`config.mk`:
```
export PLATFORM = sky130hd
export DESIGN_NAME = serial_addsub_flat
export DESIGN_NICKNAME = d
export VERILOG_FILES = /design/src/rtl/serial_addsub_if.sv /design/src/rtl/serial_addsub.sv /design/src/flat_wrapper.sv
export SDC_FILE = /design/constraint.sdc
export NUM_CORES = 1
export LEC_CHECK = 0
export ABC_CLOCK_PERIOD_IN_PS = 6550
export CAP_MARGIN = 20
export CORE_MARGIN = 3
export CORE_UTILIZATION = 40
export DETAILED_ROUTE_END_ITERATION = 6
export GPL_TIMING_DRIVEN = 1
export PLACE_DENSITY_LB_ADDON = 0.2
export SLEW_MARGIN = 25
export SYNTH_ARGS = -nofsm -noshare
export SYNTH_HDL_FRONTEND = slang
export SYNTH_SLANG_ARGS = --single-unit
```
`constraint.sdc`:
```
create_clock -name clk -period 6.55 [get_ports clk]
set_input_delay 0.655 -clock clk [delete_from_list [all_inputs] [get_ports clk]]
set_output_delay 0.655 -clock clk [all_outputs]
set_load 0.1 [all_outputs]
```
`src/rtl/serial_addsub_if.sv`:
```
// Operand/result bundle for serial_addsub. The master drives start/mode/A/B;
// the slave returns busy/done and the registered results.
interface serial_addsub_if #(
  parameter int WIDTH = 16
);
  logic             start;
  logic             mode;
  logic [WIDTH-1:0] A;
  logic [WIDTH-1:0] B;
  logic             busy;
  logic             done;
  logic [WIDTH-1:0] Sum;
  logic             C;
  logic             Overflow;

  modport master (
    output start, mode, A, B,
    input  busy, done, Sum, C, Overflow
  );

  modport slave (
    input  start, mode, A, B,
    output busy, done, Sum, C, Overflow
  );
endinterface

```
`src/rtl/serial_addsub.sv`:
```
// Chunk-serial adder/subtractor: one CHUNK-bit slice per clock, LSB first.
// Optional saturation on signed overflow via `define SERIAL_ADDSUB_SATURATE_EN.
module serial_addsub #(
  parameter int WIDTH = 16,
  parameter int CHUNK = 4
) (
  input logic            clk,
  input logic            rst,
  serial_addsub_if.slave bus
);

  localparam int NSL = WIDTH / CHUNK;
  localparam int CW  = (NSL > 1) ? $clog2(NSL) : 1;
  localparam logic [CW-1:0] LAST = CW'(NSL - 1);

  if ((WIDTH % CHUNK) != 0 || CHUNK < 1) begin : g_bad_param
    $error("serial_addsub: WIDTH must be a positive multiple of CHUNK");
  end

  typedef enum logic [1:0] {IDLE, RUN, DONE} state_t;

  state_t           state_q, state_d;
  logic [WIDTH-1:0] a_q, b_q, sum_q, sum_d;
  logic             carry_q, c_q, ovf_q;
  logic [CW-1:0]    cnt_q;

  logic [CHUNK-1:0] a_s, b_s, s_s;
  logic             cout_s, cmsb_s, last;

  // Slice datapath; carry into the slice MSB is recovered from its sum bit.
  // NOTE: every always_comb output gets a default first so no path can infer a latch.
  always_comb begin
    a_s    = a_q[cnt_q*CHUNK +: CHUNK];
    b_s    = b_q[cnt_q*CHUNK +: CHUNK];
    {cout_s, s_s} = {1'b0, a_s} + {1'b0, b_s} + (CHUNK+1)'(carry_q);
    cmsb_s = a_s[CHUNK-1] ^ b_s[CHUNK-1] ^ s_s[CHUNK-1];
    last   = (cnt_q == LAST);

    sum_d = sum_q;
    sum_d[cnt_q*CHUNK +: CHUNK] = s_s;
`ifdef SERIAL_ADDSUB_SATURATE_EN
    // A wrapped-negative MSB on overflow means the true result was positive.
    if (last && (cout_s ^ cmsb_s)) begin
      sum_d = s_s[CHUNK-1] ? {1'b0, {(WIDTH-1){1'b1}}}
                           : {1'b1, {(WIDTH-1){1'b0}}};
    end
`endif
  end

  always_comb begin
    state_d = state_q;
    case (state_q)
      IDLE:    if (bus.start) state_d = RUN;
      RUN:     if (last)      state_d = DONE;
      DONE:                   state_d = IDLE;
      default:                state_d = IDLE;
    endcase
  end

  // NOTE: sequential state uses non-blocking assignments so every register samples pre-edge values.
  always_ff @(posedge clk) begin
    if (rst) begin
      state_q <= IDLE;
      sum_q   <= '0;
      carry_q <= 1'b0;
      c_q     <= 1'b0;
      ovf_q   <= 1'b0;
      cnt_q   <= '0;
    end else begin
      state_q <= state_d;
      case (state_q)
        IDLE: begin
          if (bus.start) begin
            carry_q <= bus.mode;
            cnt_q   <= '0;
          end
        end
        RUN: begin
          sum_q   <= sum_d;
          carry_q <= cout_s;
          cnt_q   <= last ? '0 : cnt_q + 1'b1;
          if (last) begin
            c_q   <= cout_s;
            ovf_q <= cout_s ^ cmsb_s;
          end
        end
        default: ;
      endcase
    end
  end

  // NOTE: operand registers are loaded before use on every start, so they carry no reset.
  always_ff @(posedge clk) begin
    if (state_q == IDLE && bus.start) begin
      a_q <= bus.A;
      b_q <= bus.mode ? ~bus.B : bus.B;
    end
  end

  assign bus.busy     = (state_q != IDLE);
  assign bus.done     = (state_q == DONE);
  assign bus.Sum      = sum_q;
  assign bus.C        = c_q;
  assign bus.Overflow = ovf_q;

endmodule

```
`src/flat_wrapper.sv`:
```
// flat-port wrapper written by rule: the top's interface ports become plain ports
module serial_addsub_flat 
#(
  parameter int WIDTH = 16,
  parameter int CHUNK = 4
)
  (clk, rst, bus_start, bus_mode, bus_A, bus_B, bus_busy, bus_done, bus_Sum, bus_C, bus_Overflow);
  serial_addsub_if #(.WIDTH(WIDTH)) bus_i ();
  input logic clk;
  input logic rst;
  input wire logic [$bits(bus_i.start)-1:0] bus_start;
  input wire logic [$bits(bus_i.mode)-1:0] bus_mode;
  input wire logic [$bits(bus_i.A)-1:0] bus_A;
  input wire logic [$bits(bus_i.B)-1:0] bus_B;
  output wire logic [$bits(bus_i.busy)-1:0] bus_busy;
  output wire logic [$bits(bus_i.done)-1:0] bus_done;
  output wire logic [$bits(bus_i.Sum)-1:0] bus_Sum;
  output wire logic [$bits(bus_i.C)-1:0] bus_C;
  output wire logic [$bits(bus_i.Overflow)-1:0] bus_Overflow;
  assign bus_i.start = bus_start;
  assign bus_i.mode = bus_mode;
  assign bus_i.A = bus_A;
  assign bus_i.B = bus_B;
  assign bus_busy = bus_i.busy;
  assign bus_done = bus_i.done;
  assign bus_Sum = bus_i.Sum;
  assign bus_C = bus_i.C;
  assign bus_Overflow = bus_i.Overflow;
  serial_addsub #(.WIDTH(WIDTH), .CHUNK(CHUNK)) u_core (.clk(clk), .rst(rst), .bus(bus_i));
endmodule
```
---- Word-level counts from Yosys, hierarchy flattened ----
Index checks and enable logic that the tools add are counted.
W data, S select, Z words.
word-level totals
  bits in registers ....................... 55
  output and inout port bits .............. 20
cells by class
  add/subtract/negate cells ............... 4
  mux-type cells .......................... 10
  bitwise logic cells ..................... 4
  shift-type cells ........................ 4
  reductions and logical operators ........ 7
  equality and inequality tests ........... 5
operator list
  cell                       count
  $neg A4 Y34                1
  $shift A4 B34 Y16 const A  1
  $shiftx A4 B34 Y16         1
  $shiftx A16 B5 Y4          2
  $bwmux W16                 1
  $mux W16                   1
  $not A16 Y16               1
  $mux W2                    4
  $pmux W2 S2                2
  $reduce_and A2 Y1          3
  $add A4 B4 Y5              1
  $add A5 B1 Y5              1
  $eq A2 B2 Y1 const B       2
  $reduce_bool A2 Y1         2
  $xor A1 B1 Y1              3
  $add A2 B1 Y2 const B      1
  $eq A2 B1 Y1 const B       1
  $logic_not A2 Y1           1
  $ne A2 B1 Y1 const B       1
  $ne A2 B2 Y1 const B       1
  $pmux W1 S2                1
  $logic_and A1 B1 Y1        1
  $mux W1                    1

---- Logic depth before layout (Yosys ltp) ----
Gate-level depths: netlist of the first run.
  word-level depth ........................ 5
  depth in mapped cells ................... 8

---- Least setup slack after synthesis of the first run ----
OpenSTA, ideal clock, no wires.
  path type ............................... register to register
  start ................................... reg u_core.cnt_q[0]
  end ..................................... reg u_core.ovf_q (netlist: u_core.bus.Overflow)
  path buffers ............................ 1
  cell stages (with the launch flop) ...... 9
  path slack .............................. 3.672 ns
  library setup time ...................... 0.091 ns
  arrival time ............................ 2.787 ns
  cell sequence ........................... dfxtp_1 > buf_4 > mux4_2 > fa_1 > fa_1 > a21o_1 > a21oi_1 > xor2_1 > a311oi_1
between the ends
  longest elaborated chain between the ends .. 5
  elaborated cells on any way between the ends .. 9
ends and longest elaborated chain
  item                                  line                                      RTL
  start: declaration                    serial_addsub.sv:25                       logic [CW-1:0] cnt_q;
  start signal: assignment              serial_addsub.sv:81                       cnt_q <= last ? '0 : cnt_q + 1'b1;
  $shiftx A16 B5 Y4 (on tied branches)  serial_addsub.sv:33, serial_addsub.sv:34
  $add A4 B4 Y5                         serial_addsub.sv:35                       {cout_s, s_s} = {1'b0, a_s} + {1'b0, b_s} + (CHUNK+1)'(carry_q);
  $add A5 B1 Y5                         serial_addsub.sv:35
  $xor A1 B1 Y1                         serial_addsub.sv:36                       cmsb_s = a_s[CHUNK-1] ^ b_s[CHUNK-1] ^ s_s[CHUNK-1];
  $xor A1 B1 Y1                         serial_addsub.sv:84                       ovf_q <= cout_s ^ cmsb_s;
  end signal: assignment                serial_addsub.sv:84
  end: declaration                      serial_addsub.sv:24                       logic carry_q, c_q, ovf_q;
Parallel ways exist; a longest one is shown, timed or not.
A chain may end at the register's enable or synchronous reset.

---- Worst setup path after layout of the first run ----
Ends and elaborated chain as after synthesis.

==> results of run 1 <==
[registers in the layout, summed over array words and instances (netlist names)]
name                 cells
u_core.bus.C             1
u_core.bus.Sum          16
u_core.cnt_q             2
u_core.b_q              16
u_core.a_q              16
u_core.carry_q           1
u_core.bus.Overflow      1
u_core.state_q           2
[area by class of cell]
type / count / area (um^2)
multi-input combinational: 114 / 947
tap: 72 / 90.1
inverter: 4 / 15.0
clock inverter: 3 / 38.8
sequential: 55 / 1420
fill: 497 / 2540
timing repair buffer: 56 / 558
clock buffer: 5 / 68.8
[routing by layer]
metal  GRT usage  part of all wire
met1       0.182              0.46
met2       0.205              0.47
met3      0.0365             0.061
met4      0.0439            0.0069
met5           0                 0
[cells in the final DEF (no fill, tap or decap), types with 2 or more instances in the layout]
master,n
nor2b_1,2
xor2_1,18
fa_1,2
edfxtp_1,32
dfxtp_1,23
clkbuf_8,5
nand3_1,4
a22oi_1,12
ha_1,9
inv_1,4
mux4_2,8
a31oi_1,2
clkdlybuf4s50_1,55
a21oi_1,6
nand2_1,12
nand2b_1,2
nor2_1,22
a311oi_1,2
[worst reg2reg max path, stage by stage (launching register included)]
cell      delay (ns)
dfxtp_1         0.93
mux4_2          0.63
fa_1            0.46
fa_1            0.42
a21o_1          0.18
a21oi_1         0.25
xor2_1          0.10
a311oi_1        0.25
[power by group through the flow]
stage	Clock [mW]	Sequential, mW	Combinational, mW
detailed placement	0	0.408	0.148
floorplan	0	0.419	0.0846
global route	0.237	0.402	0.159
global placement	0	0.407	0.147
CTS	0.224	0.400	0.149
finish	0.215	0.399	0.147
[cell families after synthesis]
logic type	count (synthesis)	share of synthesized area
flip-flops	55	0.585
AND/OR/NAND/NOR	50	0.105
AO/OA/AOI/OAI	27	0.0835
XOR/XNOR	18	0.0649
buffers and inverters	12	0.0247
adder cells (fa/ha/maj)	11	0.0629
multiplexers	8	0.0742
[per-stage QoR]
stage,power (mW),utilization,worst slack (ns),hold WS [ns]
2_1_floorplan,0.504,-,3.67,0.483
3_3_place_gp,0.554,0.534,3.29,0.451
3_5_place_dp,0.556,0.534,3.22,0.450
4_1_cts,0.772,0.553,3.19,0.464
5_1_grt,0.798,0.553,3.02,0.490
6_report,0.762,0.553,3.24,0.462
[how the worst min path moves through the flow]
stage / start / end / slack, ns / depth (start not counted)
after floorplan: u_core.carry_q / u_core.carry_q / 0.48 / 2
after global placement: u_core.bus.Sum[15] / u_core.bus.Sum[15] / 0.45 / 2
after detailed placement: u_core.bus.Sum[15] / u_core.bus.Sum[15] / 0.45 / 2
after CTS: u_core.bus.Sum[15] / u_core.bus.Sum[15] / 0.46 / 2
after global routing: u_core.bus.Sum[15] / u_core.bus.Sum[15] / 0.49 / 2
final: u_core.bus.Sum[15] / u_core.bus.Sum[15] / 0.46 / 2
==> flow_summary.toml, run 1 <==
[logic_synthesis]
yosys-top-cells-count = "edfxtp_1, dfxtp_1, nor2_1"
post_synth.cell_area_avg_um2 = 13.4
synth_edf_count = 32
yosys.area.top_type_share = 0.396
synth_largest_area_cell = "edfxtp_1"
ys_seq_area_frac = 0.585
ys_ff_latch = 55
async_reset_ff_frac = 0
synth_nets = 228
synthDistinctLibCells = 33
postSynthCellCount = 181
synth.area.top_cells = "edfxtp_1, dfxtp_1, mux4_2"
syn_area_um2 = 2430
synth_ff_type = "edfxtp_1"
ys.warnings.count = 0
synthMostInstantiatedCell = "edfxtp_1"

[sta]
setup_viol = 0
setup_tns_ns = 0
period_share = 0.506
worstMarginPinSlew_ns = 0.972
rsz0062_at_grt = "false"
finClkSkew_ns = 0.00864
slew_headroom = 0.350
hold_viol_final = 0
max_freq_mhz = 302
drv_slew = 0
period_needed_ns = 3.31

[place]
numPortBuffers = 55
hpwl_mm = 3.30
place_inst = 301
gp_congestion = 0.717
placed_area_um2 = 3030

[critical_path]
rrSetupSlack_ns = 3.24
start_kind = "flop"
crit_start = "u_core.cnt_q[0]"
critPathKind = "flop to flop"
r2r_cells = 7
rr_endpoint = "u_core.bus.Overflow"
critPathTopFamily = "flip-flops"
cp_num_cells = 7
slowest_stage = "dfxtp_1"
crit_chain = "mux4_2 -> fa_1 -> fa_1 -> a21o_1 -> a21oi_1 -> xor2_1 -> a311oi_1"
crit_path_end = "u_core.bus.Overflow"
cp-end-kind = "flop"
rr_startpoint = "u_core.cnt_q[0]"
crit_path_frequent_cell = "fa_1"
cp.arrival_ns = 3.52
timing.critical_path.buf_inv = 0
max_stage_delay_ns = 0.93
required_ns = 6.76
worstPathMaxFanout = 17

[grt]
grt_max_degree = 35
overflow = 0
grt_use_total = 0.133
grt_pass1_vias = 1501
antenna_found_initial = 0
grt_pass1_wl_mm = 7.36

[detailed_routing]
drt_pass1_iterations = 4
wirelength_mm = 4.51
wl_per_cell_um = 14.6
ant_nets = 0
first_iter_violations = 77
vias = 1568
drc_errors = 0
routed_via_density = 5.07

[cts]
clock_path_buffers = 2
cts_setup_buffers = 0
ctsHoldBuffers = 0
htreeDepth = 2
cts_tree = "done"
cts_buffers = 5
clk_pin_slew_ns = 0.09
clock-sinks = 55
cts-resized-gates = 0
clockRootBuffer = "clkbuf_8"
insertion_delay_ns = 0.30

[power_and_ir_drop]
p_int_mw = 0.563
powerDensity_nw_per_um2 = 243
sw_frac_of_total = 0.261
power_leakage_nw = 1.12
combPwrFrac = 0.193
p_sw_mw = 0.199
clockPowerShare = 0.283
ir_worst_vdd_mv = 0.109
seqPwrFrac = 0.524

[die]
die_h_um = 83.9
ioPinCount = 56
row_count = 27
core_um2 = 5680
dieWidth_um = 83.9
dieArea_um2 = 7040
start_util = 0.428

[layout]
fin_cells = 309
design_area_um2 = 3140
drive_above_1_share = 0.0802
antenna_cells = 0
syn_to_final_growth_pct = 29.3
final_nets = 283

[hold_path]
hp-class = "flop to flop"

[run]
cap_violations = 0

[status]
status = "finished, final reports clean"
(Power assumes the default switching activity.)
==> run 2: changes to the inputs <==
ABC_CLOCK_PERIOD_IN_PS = 3250   (was 6550)
clock period = 3.25 ns   (was 6.55 ns; I/O delays follow)
==> flow_summary.toml, run 2 (synthesis results as in run 1) <==
[cts]
clock-sinks = 55
cts_setup_buffers = 0
clockRootBuffer = "clkbuf_8"
ctsHoldBuffers = 0
clk_pin_slew_ns = 0.10
clock_path_buffers = 2
cts_buffers = 5
cts_tree = "done"
cts-resized-gates = 0
insertion_delay_ns = 0.30
htreeDepth = 2

[place]
gp_congestion = 0.765
numPortBuffers = 55
placed_area_um2 = 3050
hpwl_mm = 3.43

[critical_path]
cp-end-kind = "flop"
start_kind = "flop"
critPathKind = "flop to flop"
cp.arrival_ns = 2.93
worstPathMaxFanout = 4
required_ns = 3.46

[die]
dieWidth_um = 83.9
start_util = 0.428
dieArea_um2 = 7040
row_count = 27
ioPinCount = 56
core_um2 = 5680
die_h_um = 83.9

[layout]
design_area_um2 = 3140
final_common_cell = "clkdlybuf4s50_1"
n_fill_cell = 502
final-seq-area_um2 = 1420
final_util = 0.553
antenna_cells = 0
drive_above_1_share = 0.100
syn_to_final_growth_pct = 29.3
multiInputGateArea_um2 = 947
mostFrequentLayoutCells = "clkdlybuf4s50_1, edfxtp_1, dfxtp_1"
final_nets = 286

[sta]
setup_viol = 0
fin_hold_ws_ns = 0.469
setup_tns_ns = 0
worstMarginPinSlew_ns = 0.975
finClkSkew_ns = 0.00692
slew_headroom = 0.348
rsz0062_at_grt = "false"
period_needed_ns = 2.72
drv_slew = 0
hold_viol_final = 0
max_freq_mhz = 367
period_share = 0.838

[power_and_ir_drop]
power_leakage_nw = 1.12
powerDensity_nw_per_um2 = 471
ir_worst_vdd_mv = 0.243

[detailed_routing]
wirelength_mm = 4.64
first_iter_violations = 90
vias = 1565
drt_pass1_iterations = 4
routed_via_density = 5.02
drc_errors = 0
ant_nets = 0
wl_per_cell_um = 14.9

[grt]
grt_use_total = 0.139
overflow = 0
grt_pass1_wl_mm = 7.95
antenna_found_initial = 0
grt_max_degree = 35
grt_pass1_vias = 1673

[hold_path]
hp-class = "flop to flop"

[status]
status = "finished, final reports clean"

[run]
cap_violations = 0
==> run 2: stage by stage <==
stage	setup WS (ns)	std cells	power, mW
after CTS	0.512	312	1.50
after detailed placement	0.533	304	1.12
after global routing	0.342	312	1.55
after floorplan	0.372	181	1.02
final	0.527	312	1.48
after global placement	0.586	304	1.12
==> run 2: layout make-up <==
class,count,area share
Tap cell,72,0.0287
Timing Repair Buffer,59,0.184
Inverter,4,0.00478
Clock inverter,3,0.00637
Multi-Input combinational cell,114,0.302
Sequential cell,55,0.453
Clock buffer,5,0.0219
==> run 2: per-layer routing <==
layer	global-route usage	wire length, um	up-vias
li1	-	-	779
met1	0.183	2120	734
met2	0.231	2250	47
met3	0.0306	239	5
met4	0.0395	32	0
met5	0	0	-
==> run 2: power by group <==
part	switching, mW	internal, mW	leakage (nW)
logic	0.178	0.129	0.593
registers	0.0142	0.783	0.492
clock network	0.225	0.150	0.0363
total	0.417	1.06	1.12
==> run 2: worst max-delay path, stage by stage, from the launching register on <==
cell      delay (ns)
dfxtp_1         0.42
mux4_2          0.54
fa_1            0.46
fa_1            0.42
a21o_1          0.17
a21oi_1         0.25
xor2_1          0.10
a311oi_1        0.26
==> run 2: final timing paths <==
check | slack, ns | startpoint | endpoint | depth (start not counted)
min | 0.47 | u_core.bus.Sum[7] | u_core.bus.Sum[7] | 2
max | 0.53 | u_core.cnt_q[0] | u_core.bus.Overflow | 7
max reg2reg | 0.53 | u_core.cnt_q[0] | u_core.bus.Overflow | 7
min reg2reg | 0.47 | u_core.bus.Sum[7] | u_core.bus.Sum[7] | 2
